--- config.mk ---
export PLATFORM = sky130hd
export DESIGN_NAME = i2c_reader
export DESIGN_NICKNAME = d
export VERILOG_FILES = /design/src/rtl/i2c_reader.sv
export SDC_FILE = /design/constraint.sdc
export NUM_CORES = 1
export LEC_CHECK = 0
export CORE_MARGIN = 2
export CORE_UTILIZATION = 56
export DETAILED_ROUTE_END_ITERATION = 6
export PLACE_DENSITY = 0.85
export SLEW_MARGIN = 20
export SYNTH_ARGS = -nofsm -noshare
export SYNTH_HDL_FRONTEND = slang
export SYNTH_SLANG_ARGS = --single-unit
--- constraint.sdc ---
create_clock -name PT_CK -period 5.73 [get_ports PT_CK]
set_input_delay 1.719 -clock PT_CK [delete_from_list [all_inputs] [get_ports PT_CK]]
set_output_delay 1.719 -clock PT_CK [all_outputs]
set_load 0.005 [all_outputs]
--- src/rtl/i2c_reader.sv ---
// I2C master read engine: START, addr(W), pointer, repeated START, addr(R), 1-4 data bytes, STOP.
// One FSM state per PT_CK edge; every output is registered and takes the value for the state being entered.
module i2c_reader (
   input  logic        RESET_N,
   input  logic        PT_CK,
   input  logic        GO,
   input  logic [7:0]  SLAVE_ADDRESS,
   input  logic [7:0]  REG_ADDR,
   input  logic [2:0]  BYTE_NUM,
   input  logic        SDAI,
   output logic        SDAO,
   output logic        SCLO,
   output logic        END_OK,
   output logic        NACK_ERR,
   output logic [31:0] RD_DATA,
   output logic        RD_VALID,
   output logic [7:0]  ST
);

   typedef enum logic [3:0] {
      IDLE, LAUNCH, S0, S1, B0, B1, B2, B3,
      R0, R1, R2, R3, P0, P1, P2, DONE
   } state_t;

   typedef enum logic [1:0] {PH_WADDR, PH_REG, PH_RADDR, PH_DATA} phase_t;

   state_t      state, state_n;
   phase_t      phase, phase_n;
   logic        arm, arm_n;
   logic        sda_n, scl_n, end_ok_n, nack_n, valid_n;
   logic [31:0] data_n;
   logic [7:0]  addr_q, addr_n;
   logic [7:0]  reg_q, reg_n;
   logic [2:0]  nbytes, nbytes_n;
   logic [3:0]  bit_cnt, bit_n;
   logic [2:0]  byte_cnt, byte_n;
   logic [7:0]  rx, rx_n;
   logic [7:0]  tx_byte;
   logic [2:0]  byte_inc;
   logic        last_byte;
   logic        tx_bit;

   function automatic logic [2:0] clamp_bytes(input logic [2:0] n);
      if (n == 3'd0)
         return 3'd1;
      else if (n > 3'd4)
         return 3'd4;
      else
         return n;
   endfunction

   // Bit 0 of the latched address is overwritten by the R/W flag.
   always_comb begin
      case (phase)
         PH_WADDR: tx_byte = addr_q & 8'hFE;
         PH_REG:   tx_byte = reg_q;
         PH_RADDR: tx_byte = addr_q | 8'h01;
         default:  tx_byte = 8'hFF;
      endcase
   end

   assign byte_inc  = byte_cnt + 3'd1;
   assign last_byte = (byte_inc == nbytes);

   // Slot 8 is the ACK slot: released for address/pointer, ACK/NACK for data.
   always_comb begin
      if (bit_cnt == 4'd8)
         tx_bit = (phase == PH_DATA) ? last_byte : 1'b1;
      else if (phase == PH_DATA)
         tx_bit = 1'b1;
      else
         tx_bit = tx_byte[3'(4'd7 - bit_cnt)];
   end

   always_comb begin
      state_n  = state;
      phase_n  = phase;
      arm_n    = arm;
      sda_n    = SDAO;
      scl_n    = SCLO;
      end_ok_n = END_OK;
      nack_n   = NACK_ERR;
      valid_n  = 1'b0;
      data_n   = RD_DATA;
      addr_n   = addr_q;
      reg_n    = reg_q;
      nbytes_n = nbytes;
      bit_n    = bit_cnt;
      byte_n   = byte_cnt;
      rx_n     = rx;
      case (state)
         IDLE: begin
            sda_n = 1'b1;
            scl_n = 1'b1;
            if (arm && !GO) begin
               state_n  = LAUNCH;
               arm_n    = 1'b0;
               end_ok_n = 1'b0;
               nack_n   = 1'b0;
               data_n   = 32'd0;
               addr_n   = SLAVE_ADDRESS;
               reg_n    = REG_ADDR;
               nbytes_n = clamp_bytes(BYTE_NUM);
               phase_n  = PH_WADDR;
               bit_n    = 4'd0;
               byte_n   = 3'd0;
            end else if (GO) begin
               arm_n = 1'b1;
            end
         end
         LAUNCH: begin
            sda_n   = 1'b0;
            state_n = S0;
         end
         S0: begin
            scl_n   = 1'b0;
            state_n = S1;
         end
         S1: state_n = B0;
         B0: begin
            sda_n   = tx_bit;
            state_n = B1;
         end
         B1: begin
            scl_n   = 1'b1;
            state_n = B2;
         end
         B2: state_n = B3;
         B3: begin
            scl_n = 1'b0;
            if (bit_cnt != 4'd8) begin
               bit_n   = bit_cnt + 4'd1;
               state_n = B0;
               if (phase == PH_DATA)
                  rx_n = {rx[6:0], SDAI};
            end else begin
               bit_n = 4'd0;
               if (phase != PH_DATA && SDAI) begin
                  nack_n  = 1'b1;
                  sda_n   = 1'b0;
                  state_n = P0;
               end else begin
                  case (phase)
                     PH_WADDR: begin
                        phase_n = PH_REG;
                        state_n = B0;
                     end
                     PH_REG: begin
                        sda_n   = 1'b1;
                        state_n = R0;
                     end
                     PH_RADDR: begin
                        phase_n = PH_DATA;
                        byte_n  = 3'd0;
                        state_n = B0;
                     end
                     default: begin
                        data_n = {RD_DATA[23:0], rx};
                        byte_n = byte_inc;
                        if (last_byte) begin
                           sda_n   = 1'b0;
                           state_n = P0;
                        end else begin
                           state_n = B0;
                        end
                     end
                  endcase
               end
            end
         end
         R0: begin
            scl_n   = 1'b1;
            state_n = R1;
         end
         R1: begin
            sda_n   = 1'b0;
            state_n = R2;
         end
         R2: begin
            scl_n   = 1'b0;
            state_n = R3;
         end
         R3: begin
            phase_n = PH_RADDR;
            state_n = B0;
         end
         P0: begin
            scl_n   = 1'b1;
            state_n = P1;
         end
         P1: begin
            sda_n   = 1'b1;
            state_n = P2;
         end
         P2: begin
            end_ok_n = 1'b1;
            valid_n  = !NACK_ERR;
            state_n  = DONE;
         end
         DONE: state_n = IDLE;
         default: state_n = IDLE;
      endcase
   end

   always_ff @(posedge PT_CK or negedge RESET_N) begin
      if (!RESET_N) begin
         state    <= IDLE;
         phase    <= PH_WADDR;
         arm      <= 1'b0;
         SDAO     <= 1'b1;
         SCLO     <= 1'b1;
         END_OK   <= 1'b1;
         NACK_ERR <= 1'b0;
         RD_VALID <= 1'b0;
         RD_DATA  <= 32'd0;
         addr_q   <= 8'd0;
         reg_q    <= 8'd0;
         nbytes   <= 3'd1;
         bit_cnt  <= 4'd0;
         byte_cnt <= 3'd0;
         rx       <= 8'd0;
      end else begin
         state    <= state_n;
         phase    <= phase_n;
         arm      <= arm_n;
         SDAO     <= sda_n;
         SCLO     <= scl_n;
         END_OK   <= end_ok_n;
         NACK_ERR <= nack_n;
         RD_VALID <= valid_n;
         RD_DATA  <= data_n;
         addr_q   <= addr_n;
         reg_q    <= reg_n;
         nbytes   <= nbytes_n;
         bit_cnt  <= bit_n;
         byte_cnt <= byte_n;
         rx       <= rx_n;
      end
   end

   assign ST = {4'd0, state};

endmodule

== Word level (Yosys, flattened, before mapping) ==
Cells that the tools add are included.
Cells by class
  muxes and demuxes: 46
  $add $sub $neg: 3
  order comparisons: 2
  equality and inequality tests: 31
  reduce and logical (&&, ||, !) cells: 31
Operators by type and width (count)
  32-bit 2-to-1 mux: 4
  32-bit one-hot mux with 2 select lines: 1
  4-bit one-hot mux with 15 select lines: 1
  4-bit equality test (second input constant): 9
  4-bit 2-to-1 mux: 6
  8-bit one-hot mux with 3 select lines: 1
  4-bit by 3-bit equality test with 1-bit output (second input constant): 4
  4-bit one-hot mux with 2 select lines: 2
  3-bit 2-to-1 mux: 5
  5-bit AND reduction: 3
  2-bit != test (second input constant): 7
  1-bit 2-to-1 mux: 13
  3-bit one-hot mux with 2 select lines: 2
  2-bit OR reduction: 5
  4-bit by 2-bit equality test with 1-bit output (second input constant): 2
  4-bit != test (second input constant): 2
  1-bit one-hot mux with 2 select lines: 4
  2-bit AND reduction: 4
  4-bit AND reduction: 2
  2-bit nonzero test: 4
  2-bit 2-to-1 mux: 3
  3-bit != test (second input constant): 2
  2-bit one-hot mux with 3 select lines: 1
  3-bit OR reduction: 2
  21 further kinds: 24
Word-level totals
  output and inout port bits: 45
  flip-flop bits (word level): 78
  word-level logic and storage cells: 128

== Depth between registers and ports, before layout ==
Gate-level depths: netlist (run 1).
  depth after elaboration: 7
  depth in mapped cells: 9

== Worst setup path after synthesis (run 1) ==
Ideal clock, no wire load.
  path kind: in2reg
  start: input port GO
  end: register RD_DATA[0]
  data arrival time: 2433 ps
  stages: 5
  setup slack: 3174 ps
  setup time: 124 ps
  buffers on the path: 1
  cells stage by stage: nand2b_1 > nor2_4 > nor2_2 > buf_2 > o21ai_1
On the way
  longest elaborated chain between the ends: 4
Ends and longest elaborated chain
  start: declaration: RTL line 6  | input logic GO,
  1-bit zero test: RTL line 95  | if (arm && !GO) begin
  1-bit logical AND: RTL line 95
  2-bit != test (no line)
  5-bit AND reduction (no line)
  end signal: assignment: RTL line 231  | RD_DATA <= data_n;
  end: declaration: RTL line 15  | output logic [31:0] RD_DATA,
No other way between the ends.
A chain may end at the register's enable or synchronous reset.

== Worst setup path after layout (run 1) ==
  start: register state[0]
  end: output port ST[0]
RTL lines
  start: declaration: RTL line 27  | state_t state, state_n;
  start signal: assignment: RTL line 223  | state <= state_n;
  end: declaration: RTL line 17  | output logic [7:0] ST
No word-level cell between the ends.

==> flow_summary.html, run 1 <==
<table>
<tr><th>Metric</th><th>Value</th></tr>
<tr><th colspan="2">Placement</th></tr>
<tr><td>Count of port buffers added during placement</td><td>62</td></tr>
<tr><td>Placed inst area</td><td>0.00418 mm^2</td></tr>
<tr><td>Setup WS pre-CTS</td><td>1.89 ns</td></tr>
<tr><td>Gpl congestion</td><td>just over 0.8</td></tr>
<tr><td>DPL Wire Length</td><td>4.71 mm</td></tr>
<tr><td># placed instances</td><td>510</td></tr>
<tr><th colspan="2">Timing</th></tr>
<tr><td>Number of failing setup endpoints in the final timing report</td><td>0</td></tr>
<tr><td>Setup TNS Final</td><td>0 ns</td></tr>
<tr><td>Peak clock frequency supported by timing</td><td>300 MHz</td></tr>
<tr><td>Setup Skew</td><td>0.00704 ns</td></tr>
<tr><td>Setup repair after global routing missed its margin</td><td>false</td></tr>
<tr><td>Post-route clock period utilization</td><td>0.583</td></tr>
<tr><td>Final min period</td><td>3.34 ns</td></tr>
<tr><td>Max_slew headroom</td><td>0.361</td></tr>
<tr><td>Final hold violations</td><td>0</td></tr>
<tr><td>Final worst slack</td><td>2.39 ns</td></tr>
<tr><td>Smallest hold slack</td><td>roughly 0.48 ns</td></tr>
<tr><td>Number of max-slew violations in the final report</td><td>0</td></tr>
<tr><td>Transition time at the pin with the least slew margin</td><td>0.958 ns</td></tr>
<tr><th colspan="2">Detailed routing</th></tr>
<tr><td>Antenna violation net count after detailed routing</td><td>0</td></tr>
<tr><td>DR WL/cell</td><td>13.7 um</td></tr>
<tr><td>Drc violations</td><td>0</td></tr>
<tr><td>DRT Wirelength</td><td>7.19 mm</td></tr>
<tr><td>Via count</td><td>approximately 2800</td></tr>
<tr><td>Vias per std cell</td><td>5.38</td></tr>
<tr><td>Iteration-0 DRC Markers</td><td>184</td></tr>
<tr><td>Initial DRT Pass Iterations</td><td>4</td></tr>
<tr><th colspan="2">Yosys</th></tr>
<tr><td>Number of enable-type register cells in the synthesized netlist</td><td>0</td></tr>
<tr><td>Average cell area after synthesis</td><td>9.09 um^2</td></tr>
<tr><td>Biggest area contributors in the synthesized netlist</td><td>sky130_fd_sc_hd__dfrtp_1 (51%), sky130_fd_sc_hd__nand2_1 (14%), sky130_fd_sc_hd__o21ai_1 (5.0%)</td></tr>
<tr><td>Share of the synthesized area in the top cell type</td><td>0.510</td></tr>
<tr><td>Simple-gate portion of the synthesized area</td><td>0.227</td></tr>
<tr><td>Yosys synthesis warning count</td><td>0</td></tr>
<tr><td>Combinational family with the most area after synthesis</td><td>simple AND/OR/NAND/NOR gates</td></tr>
<tr><td>Synthesized instance count</td><td>394</td></tr>
<tr><td>Synth cell types</td><td>slightly above 50</td></tr>
<tr><td>Number of synthesized register bits</td><td>77</td></tr>
<tr><td>Synth area leader</td><td>sky130_fd_sc_hd__dfrtp_1</td></tr>
<tr><td>Proportion of synthesized chip area in sequential cells</td><td>0.539</td></tr>
<tr><td>Dominant register cell in the synthesized netlist</td><td>sky130_fd_sc_hd__dfrtp_1</td></tr>
<tr><td>Share of cell area taken by muxes after synthesis</td><td>0.0251</td></tr>
<tr><td>FFs w/ async S/R, synth</td><td>1.00</td></tr>
<tr><td>Share of the synthesized area in compound gates (AO/OA/AOI/OAI)</td><td>0.136</td></tr>
<tr><td>Share of synthesized cell area in full adder, half adder and majority cells</td><td>0.0105</td></tr>
<tr><td>Share of the synthesized netlist area taken by xor and xnor gates</td><td>0.0161</td></tr>
<tr><td>Total standard cell area after synthesis</td><td>0.00358 mm^2</td></tr>
<tr><th colspan="2">CTS</th></tr>
<tr><td>CTS Buffer Depth</td><td>2</td></tr>
<tr><td>Clock latency at the later pin of the worst-skew pair</td><td>between 0.3 and 0.4 ns</td></tr>
<tr><td>Number of buffers inserted by hold repair at cts</td><td>0</td></tr>
<tr><td>Clock slew at the register clock pins of the worst setup and hold paths</td><td>roughly 0.08 ns</td></tr>
<tr><td>Clk Tree Root Cell</td><td>sky130_fd_sc_hd__clkbuf_8</td></tr>
<tr><td>Total clock buffers created by CTS</td><td>9</td></tr>
<tr><td>Count of H-tree levels built during CTS</td><td>3</td></tr>
<tr><td>Setup fix buffers added after clock tree synthesis</td><td>0</td></tr>
<tr><td>Number of instances resized during post-cts repair</td><td>0</td></tr>
<tr><td>Clock tree from TritonCTS</td><td>yes</td></tr>
<tr><td>CTS Sinks</td><td>77</td></tr>
<tr><th colspan="2">Floorplan</th></tr>
<tr><td>I/O pin count</td><td>about 70</td></tr>
<tr><td>Chip height</td><td>about 84 um</td></tr>
<tr><td>Effective utilization at floorplan</td><td>0.571</td></tr>
<tr><td>Floorplan die width</td><td>around 84 um</td></tr>
<tr><td>Num rows</td><td>29</td></tr>
<tr><td>Floorplan Core Area</td><td>0.00628 mm^2</td></tr>
<tr><td>Die area</td><td>0.00705 mm^2</td></tr>
<tr><th colspan="2">GRT</th></tr>
<tr><td>Overflow left after global routing</td><td>0</td></tr>
<tr><td>Pin count of the biggest net entering global routing</td><td>78</td></tr>
<tr><td>Via count of the first global-routing pass</td><td>2731</td></tr>
<tr><td>Wire length of the first global-routing pass</td><td>12.5 mm</td></tr>
<tr><td>Antenna violations before repair</td><td>0</td></tr>
<tr><td>Overall routing resource usage</td><td>0.218</td></tr>
<tr><th colspan="2">Pwr</th></tr>
<tr><td>P_leak</td><td>1.92 nW</td></tr>
<tr><td>Post-layout total power</td><td>1.71 mW</td></tr>
<tr><td>Cell area power density</td><td>roughly 390 mW/mm^2</td></tr>
<tr><td>IR Drop Worst-Case VDD</td><td>between 0.3 and 0.4 mV</td></tr>
<tr><th colspan="2">Run</th></tr>
<tr><td>MaxCap Viol Count</td><td>0</td></tr>
<tr><th colspan="2">Worst setup path</th></tr>
<tr><td>Critical path, cell by cell</td><td>clkdlybuf4s50_1</td></tr>
<tr><td>Worst stage delay on the critical path</td><td>between 0.6 and 0.7 ns</td></tr>
<tr><td>Cell depth of the worst flop-to-flop path</td><td>6</td></tr>
<tr><td>Data arrival time of the critical path</td><td>1.62 ns</td></tr>
<tr><td>Path type of the worst setup path</td><td>reg -&gt; out</td></tr>
<tr><td>CP Launch Type</td><td>register</td></tr>
<tr><td>Critical path fanouts, max</td><td>18</td></tr>
<tr><td>Sort of element at the end of the critical path</td><td>output pin</td></tr>
<tr><td>Critical path buffers and inverters</td><td>1</td></tr>
<tr><td>Cell family contributing the most delay on the critical path</td><td>flip-flops</td></tr>
<tr><td>Path length in cells of the critical path</td><td>1</td></tr>
<tr><td>CP Data Required Time</td><td>around 4.0 ns</td></tr>
<tr><td>Crit-path slowest cell</td><td>sky130_fd_sc_hd__dfrtp_1</td></tr>
<tr><th colspan="2">Finish</th></tr>
<tr><td>Ratio of cells with drive above 1 in the final layout</td><td>0.0646</td></tr>
<tr><td>Final core utilization</td><td>0.707</td></tr>
<tr><td>Top library cells by usage in the layout, fill and taps aside</td><td>sky130_fd_sc_hd__nand2_1 (137), sky130_fd_sc_hd__dfrtp_1 (73), sky130_fd_sc_hd__clkdlybuf4s50_1 (61)</td></tr>
<tr><td>Antenna cells</td><td>0</td></tr>
<tr><td>Most common library cell in the layout ignoring fill and taps</td><td>sky130_fd_sc_hd__nand2_1</td></tr>
<tr><td>Count of non-filler cells in the finished layout</td><td>between 500 and 600</td></tr>
<tr><td>Area added between synthesis and finish</td><td>23.8%</td></tr>
<tr><td>Final Cell Area</td><td>0.00444 mm^2</td></tr>
<tr><td>Final layout net count</td><td>471</td></tr>
<tr><th colspan="2">Hold path</th></tr>
<tr><td>Worst min-delay path category</td><td>reg -&gt; reg</td></tr>
<tr><td>Cell count of the worst hold path</td><td>2</td></tr>
<tr><th colspan="2">Outcome</th></tr>
<tr><td>Status</td><td>completed</td></tr>
</table>
-- where the power goes --
part / switching [mW] / internal, mW / leakage, nW
clock network: 0.199 / 0.288 / 0.119
registers: 0.129 / 0.652 / 1.02
logic: 0.232 / 0.214 / 0.776
-- state kept, by name, indices dropped and copies added, names as in the netlist, 2 cells and up --
signal,flops
RD_DATA,32
byte_cnt,3
rx,8
reg_q,8
state,4
addr_q,7
phase,2
nbytes,3
bit_cnt,4
-- final timing paths --
| check | from | to | slack [ns] |
|---|---|---|---|
| max | state[0]$_DFFE_PN0N_ | ST[0] | 2.39 |
| min | addr_q[7]$_DFFE_PN0P_ | addr_q[7]$_DFFE_PN0P_ | 0.48 |
| max reg2reg | state[0]$_DFFE_PN0N_ | rx[5]$_DFFE_PN0P_ | 3.31 |
| min reg2reg | addr_q[7]$_DFFE_PN0P_ | addr_q[7]$_DFFE_PN0P_ | 0.48 |
| max in group asynchronous | RESET_N | bit_cnt[3]$_DFFE_PN0P_ | 3.59 |
| min in group asynchronous | RESET_N | RD_DATA[31]$_DFFE_PN0P_ | 1.51 |
-- synth_stat cells (2+ instances only) --
| master | number |
|---|---|
| sky130_fd_sc_hd__o31ai_1 | 2 |
| sky130_fd_sc_hd__o21ai_1 | 36 |
| sky130_fd_sc_hd__nand3b_1 | 2 |
| sky130_fd_sc_hd__xor2_1 | 2 |
| sky130_fd_sc_hd__o21ai_0 | 12 |
| sky130_fd_sc_hd__and3_1 | 2 |
| sky130_fd_sc_hd__clkbuf_1 | 6 |
| sky130_fd_sc_hd__a22o_1 | 2 |
| sky130_fd_sc_hd__or3_1 | 2 |
| sky130_fd_sc_hd__nor2_4 | 2 |
| sky130_fd_sc_hd__xnor2_1 | 2 |
| sky130_fd_sc_hd__buf_4 | 5 |
| sky130_fd_sc_hd__nor3_1 | 2 |
| sky130_fd_sc_hd__dfrtp_1 | 73 |
| sky130_fd_sc_hd__nand2b_1 | 4 |
| sky130_fd_sc_hd__dfstp_2 | 4 |
| sky130_fd_sc_hd__a21oi_1 | 9 |
| sky130_fd_sc_hd__nor2b_1 | 2 |
| sky130_fd_sc_hd__nor2_1 | 19 |
| sky130_fd_sc_hd__nand4b_1 | 2 |
| sky130_fd_sc_hd__nand2_1 | 137 |
| sky130_fd_sc_hd__ha_1 | 3 |
| sky130_fd_sc_hd__o22ai_1 | 3 |
| sky130_fd_sc_hd__inv_1 | 4 |
| sky130_fd_sc_hd__nor3b_1 | 8 |
| sky130_fd_sc_hd__a211oi_1 | 2 |
| sky130_fd_sc_hd__buf_2 | 15 |
| sky130_fd_sc_hd__mux2_1 | 8 |
| sky130_fd_sc_hd__a31oi_1 | 2 |
-- routing by layer --
| metal | global-route usage | vias up | share of wire |
|---|---|---|---|
| met5 | 0 | - | 0 |
| met4 | 0.0894 | 0 | 0.010 |
| met3 | 0.0366 | 8 | 0.047 |
| met2 | 0.354 | 71 | 0.50 |
| met1 | 0.291 | 1334 | 0.45 |
| li1 | - | 1419 | - |
-- layout make-up --
type,count,area (um^2)
clock inverters,6,113
multi-input cells,289,1510
clock buffers,9,124
repair buffers,64,646
flip-flops and latches,77,1930
well taps,77,96.3
fillers,480,1840
inverters,4,15.0
-- cells by family (layout without fill, tap and decap cells) --
logic type               count (synthesis)  count (layout)
XOR/XNOR                                 5               5
multiplexers                             8               8
adder cells (fa/ha/maj)                  3               3
AND/OR/NAND/NOR                        187             187
other                                    1               4
AO/OA/AOI/OAI                           82              82
buffers and inverters                   31              83
flip-flops                              77              77
Power figures use the tool's default switching activity.
==> run 2, diff against run 1 <==
- CORE_UTILIZATION: 56 -> 52
- PLACE_DENSITY: 0.85 -> 0.8
- clock period: 5.73 -> 3.4 ns (I/O delays scaled with it)
==> run 2 against run 1 <==
  * Hold slack got worse by 0.012 ns
  * Global-route usage is 1.6 points lower
  * Sequential power increased by 69%
  * Die area increased by 7.3%
  * Clock power grew 62%
  * Sequential cell count is the same
  * Via count rose by 0.39%
  * Largest power group unchanged
==> flow_summary.html, run 2 (synthesized netlist as in run 1, its figures left out) <==
<table>
<tr><th>Metric</th><th>Value</th></tr>
<tr><th colspan="2">Outcome</th></tr>
<tr><td>Status</td><td>completed</td></tr>
<tr><th colspan="2">Placement</th></tr>
<tr><td>Setup WS pre-CTS</td><td>0.740 ns (-1.15 ns)</td></tr>
<tr><td>Count of port buffers added during placement</td><td>62 (unchanged)</td></tr>
<tr><td>Gpl congestion</td><td>0.830 (+2.1%)</td></tr>
<tr><td># placed instances</td><td>515 (+0.98%)</td></tr>
<tr><td>Placed inst area</td><td>0.00421 mm^2 (+0.75%)</td></tr>
<tr><td>DPL Wire Length</td><td>4.71 mm (about the same)</td></tr>
<tr><th colspan="2">Pwr</th></tr>
<tr><td>Combinational power share</td><td>0.261 (about the same)</td></tr>
<tr><td>Cell area power density</td><td>642 mW/mm^2 (+66%)</td></tr>
<tr><td>P_leak</td><td>1.92 nW (about the same)</td></tr>
<tr><td>Reg power frac</td><td>0.462 (+0.006)</td></tr>
<tr><td>Part of the power in the clock network</td><td>0.277 (-0.007)</td></tr>
<tr><td>Net switching fraction of the power</td><td>0.334 (+0.00738)</td></tr>
<tr><td>Cell internal power dissipation</td><td>1.90 mW (+65%)</td></tr>
<tr><td>IR Drop Worst-Case VDD</td><td>0.348 mV (-2.1%)</td></tr>
<tr><td>Post-layout total power</td><td>2.85 mW (+66%)</td></tr>
<tr><td>Net switching component of the power</td><td>0.953 mW (+70%)</td></tr>
<tr><th colspan="2">Worst setup path</th></tr>
<tr><td>Crit-path slowest cell</td><td>sky130_fd_sc_hd__dfrtp_1</td></tr>
<tr><td>Reg-to-reg setup timing slack</td><td>1.24 ns (-2.07 ns)</td></tr>
<tr><td>CP Launch Type</td><td>register</td></tr>
<tr><td>Cell family contributing the most delay on the critical path</td><td>flip-flops</td></tr>
<tr><td>Reg-to-Reg Start</td><td>state[3]$_DFFE_PN0N_</td></tr>
<tr><td>Sort of element at the end of the critical path</td><td>output pin</td></tr>
<tr><td>Path type of the worst setup path</td><td>reg -&gt; out</td></tr>
<tr><td>Critical path, cell by cell</td><td>clkdlybuf4s50_1</td></tr>
<tr><td>Worst stage delay on the critical path</td><td>0.66 ns (about the same)</td></tr>
<tr><td>Critical path fanouts, max</td><td>17 (-1)</td></tr>
<tr><td>Critical path startpoint</td><td>state[1]$_DFFE_PN0N_</td></tr>
<tr><td>Critical path buffers and inverters</td><td>1 (unchanged)</td></tr>
<tr><td>Data arrival time of the critical path</td><td>1.60 ns (-0.02 ns)</td></tr>
<tr><td>CP Data Required Time</td><td>2.38 ns (-1.63 ns)</td></tr>
<tr><th colspan="2">Detailed routing</th></tr>
<tr><td>DRT Wirelength</td><td>7.10 mm (-1.3%)</td></tr>
<tr><td>DR WL/cell</td><td>13.4 um (-2.2%)</td></tr>
<tr><td>Iteration-0 DRC Markers</td><td>98 (-47%)</td></tr>
<tr><td>Via count</td><td>2843 (+0.39%)</td></tr>
<tr><td>Initial DRT Pass Iterations</td><td>4 (unchanged)</td></tr>
<tr><td>Antenna violation net count after detailed routing</td><td>0 (unchanged)</td></tr>
<tr><td>Vias per std cell</td><td>5.35 (-0.56%)</td></tr>
<tr><td>Drc violations</td><td>0 (unchanged)</td></tr>
<tr><th colspan="2">Floorplan</th></tr>
<tr><td>I/O pin count</td><td>68 (unchanged)</td></tr>
<tr><td>Die area</td><td>0.00757 mm^2 (+7.3%)</td></tr>
<tr><td>Effective utilization at floorplan</td><td>0.533 (-0.0375)</td></tr>
<tr><td>Num rows</td><td>30 (+3.4%)</td></tr>
<tr><td>Floorplan Core Area</td><td>0.00672 mm^2 (+7.0%)</td></tr>
<tr><td>Chip height</td><td>87 um (+3.6%)</td></tr>
<tr><td>Floorplan die width</td><td>87 um (+3.6%)</td></tr>
<tr><th colspan="2">Timing</th></tr>
<tr><td>Transition time at the pin with the least slew margin</td><td>0.952 ns (-0.00565 ns)</td></tr>
<tr><td>Setup Skew</td><td>0.00797 ns (+0.000926 ns)</td></tr>
<tr><td>Post-route clock period utilization</td><td>0.772</td></tr>
<tr><td>Max_slew headroom</td><td>0.365 (+0.00377)</td></tr>
<tr><td>Number of failing setup endpoints in the final timing report</td><td>0 (unchanged)</td></tr>
<tr><td>Smallest hold slack</td><td>0.468 ns (-0.0120 ns)</td></tr>
<tr><td>Setup TNS Final</td><td>0 ns (unchanged)</td></tr>
<tr><td>Setup repair after global routing missed its margin</td><td>false</td></tr>
<tr><td>Final hold violations</td><td>0 (unchanged)</td></tr>
<tr><td>Peak clock frequency supported by timing</td><td>381 MHz</td></tr>
<tr><td>Final worst slack</td><td>0.776 ns (-1.62 ns)</td></tr>
<tr><td>Number of max-slew violations in the final report</td><td>0 (unchanged)</td></tr>
<tr><td>Final min period</td><td>2.62 ns</td></tr>
<tr><th colspan="2">Finish</th></tr>
<tr><td>Final layout net count</td><td>472 (+0.21%)</td></tr>
<tr><td>Total area of multi-input combinational cells</td><td>0.00151 mm^2 (unchanged)</td></tr>
<tr><td>Count of non-filler cells in the finished layout</td><td>531 (+0.95%)</td></tr>
<tr><td>Ratio of cells with drive above 1 in the final layout</td><td>0.0687 (+0.00415)</td></tr>
<tr><td>Filler instances</td><td>553 (+15%)</td></tr>
<tr><td>Final core utilization</td><td>0.661 (-0.0455)</td></tr>
<tr><td>Area added between synthesis and finish</td><td>24.0%</td></tr>
<tr><td>Most common library cell in the layout ignoring fill and taps</td><td>sky130_fd_sc_hd__nand2_1</td></tr>
<tr><td>Top library cells by usage in the layout, fill and taps aside</td><td>sky130_fd_sc_hd__nand2_1 (137), sky130_fd_sc_hd__dfrtp_1 (73), sky130_fd_sc_hd__clkdlybuf4s50_1 (61)</td></tr>
<tr><td>Sequential standard cell area</td><td>0.00193 mm^2 (unchanged)</td></tr>
<tr><td>Antenna cells</td><td>0 (unchanged)</td></tr>
<tr><td>Number of flip-flops in the largest register</td><td>32 (unchanged)</td></tr>
<tr><td>Largest registers ranked by flip-flop count</td><td>RD_DATA (32), reg_q (8), rx (8)</td></tr>
<tr><td>Final Cell Area</td><td>0.00444 mm^2 (+0.14%)</td></tr>
<tr><td>Largest register by flop count</td><td>RD_DATA</td></tr>
<tr><th colspan="2">GRT</th></tr>
<tr><td>Via count of the first global-routing pass</td><td>2590 (-5.2%)</td></tr>
<tr><td>Overall routing resource usage</td><td>0.202 (-0.0158)</td></tr>
<tr><td>Wire length of the first global-routing pass</td><td>12.1 mm (-3.3%)</td></tr>
<tr><td>Antenna violations before repair</td><td>0 (unchanged)</td></tr>
<tr><td>Overflow left after global routing</td><td>0 (unchanged)</td></tr>
<tr><td>Pin count of the biggest net entering global routing</td><td>78 (unchanged)</td></tr>
<tr><th colspan="2">Run</th></tr>
<tr><td>MaxCap Viol Count</td><td>0 (unchanged)</td></tr>
<tr><th colspan="2">CTS</th></tr>
<tr><td>Number of instances resized during post-cts repair</td><td>0 (unchanged)</td></tr>
<tr><td>Setup fix buffers added after clock tree synthesis</td><td>0 (unchanged)</td></tr>
<tr><td>Clock latency at the later pin of the worst-skew pair</td><td>0.35 ns (about the same)</td></tr>
<tr><td>Clock tree from TritonCTS</td><td>yes</td></tr>
<tr><td>CTS Sinks</td><td>77 (unchanged)</td></tr>
<tr><td>CTS Buffer Depth</td><td>2 (unchanged)</td></tr>
<tr><td>Count of H-tree levels built during CTS</td><td>3 (unchanged)</td></tr>
<tr><td>Total clock buffers created by CTS</td><td>9 (unchanged)</td></tr>
<tr><td>Clock slew at the register clock pins of the worst setup and hold paths</td><td>0.08 ns (about the same)</td></tr>
<tr><td>Number of buffers inserted by hold repair at cts</td><td>0 (unchanged)</td></tr>
<tr><td>Clk Tree Root Cell</td><td>sky130_fd_sc_hd__clkbuf_8</td></tr>
<tr><th colspan="2">Hold path</th></tr>
<tr><td>Worst min-delay path category</td><td>reg -&gt; reg</td></tr>
<tr><td>Start point of the worst min-delay path</td><td>END_OK$_DFFE_PN1P_</td></tr>
</table>
run 2: cell types whose count changed in the layout (fill, tap and decap cells not counted):
cell	delta
sky130_fd_sc_hd__clkinv_4	-1
sky130_fd_sc_hd__bufinv_16	-1
sky130_fd_sc_hd__inv_6	+2
sky130_fd_sc_hd__clkbuf_8	+1
sky130_fd_sc_hd__clkinvlp_4	+1
sky130_fd_sc_hd__buf_4	+1
sky130_fd_sc_hd__clkinv_2	-1
run 2: area by class of cell:
class,count,area share
inverters,4,0.00338
clock buffers,10,0.0310
clock inverters,6,0.0211
flip-flops and latches,77,0.435
multi-input cells,289,0.340
repair buffers,65,0.147
well taps,80,0.0225
run 2: power groups by stage:
stage,combinational (mW),sequential (mW),clock [mW]
global route,0.845,1.35,0.847
global placement,0.723,1.32,0
finish,0.745,1.32,0.789
detailed placement,0.746,1.33,0
CTS,0.754,1.31,0.802
floorplan,0.608,1.22,0
run 2: per-layer routing:
| metal | vias to the layer above | global-route usage | share of wire |
|---|---|---|---|
| li1 | 1419 | - | - |
| met1 | 1338 | 0.290 | 0.48 |
| met2 | 76 | 0.305 | 0.46 |
| met3 | 10 | 0.0370 | 0.046 |
| met4 | 0 | 0.0781 | 0.013 |
| met5 | - | 0 | 0 |
run 2: worst paths after layout:
check                                               end  cells after the start
worst min register to register       END_OK$_DFFE_PN1P_                      2
worst max-delay path                              ST[1]                      1
min in group asynchronous       RD_DATA[23]$_DFFE_PN0P_                      1
max in group asynchronous         nbytes[2]$_DFFE_PN0P_                      1
worst max register to register     NACK_ERR$_DFFE_PN0P_                      3
worst min-delay path                 END_OK$_DFFE_PN1P_                      2
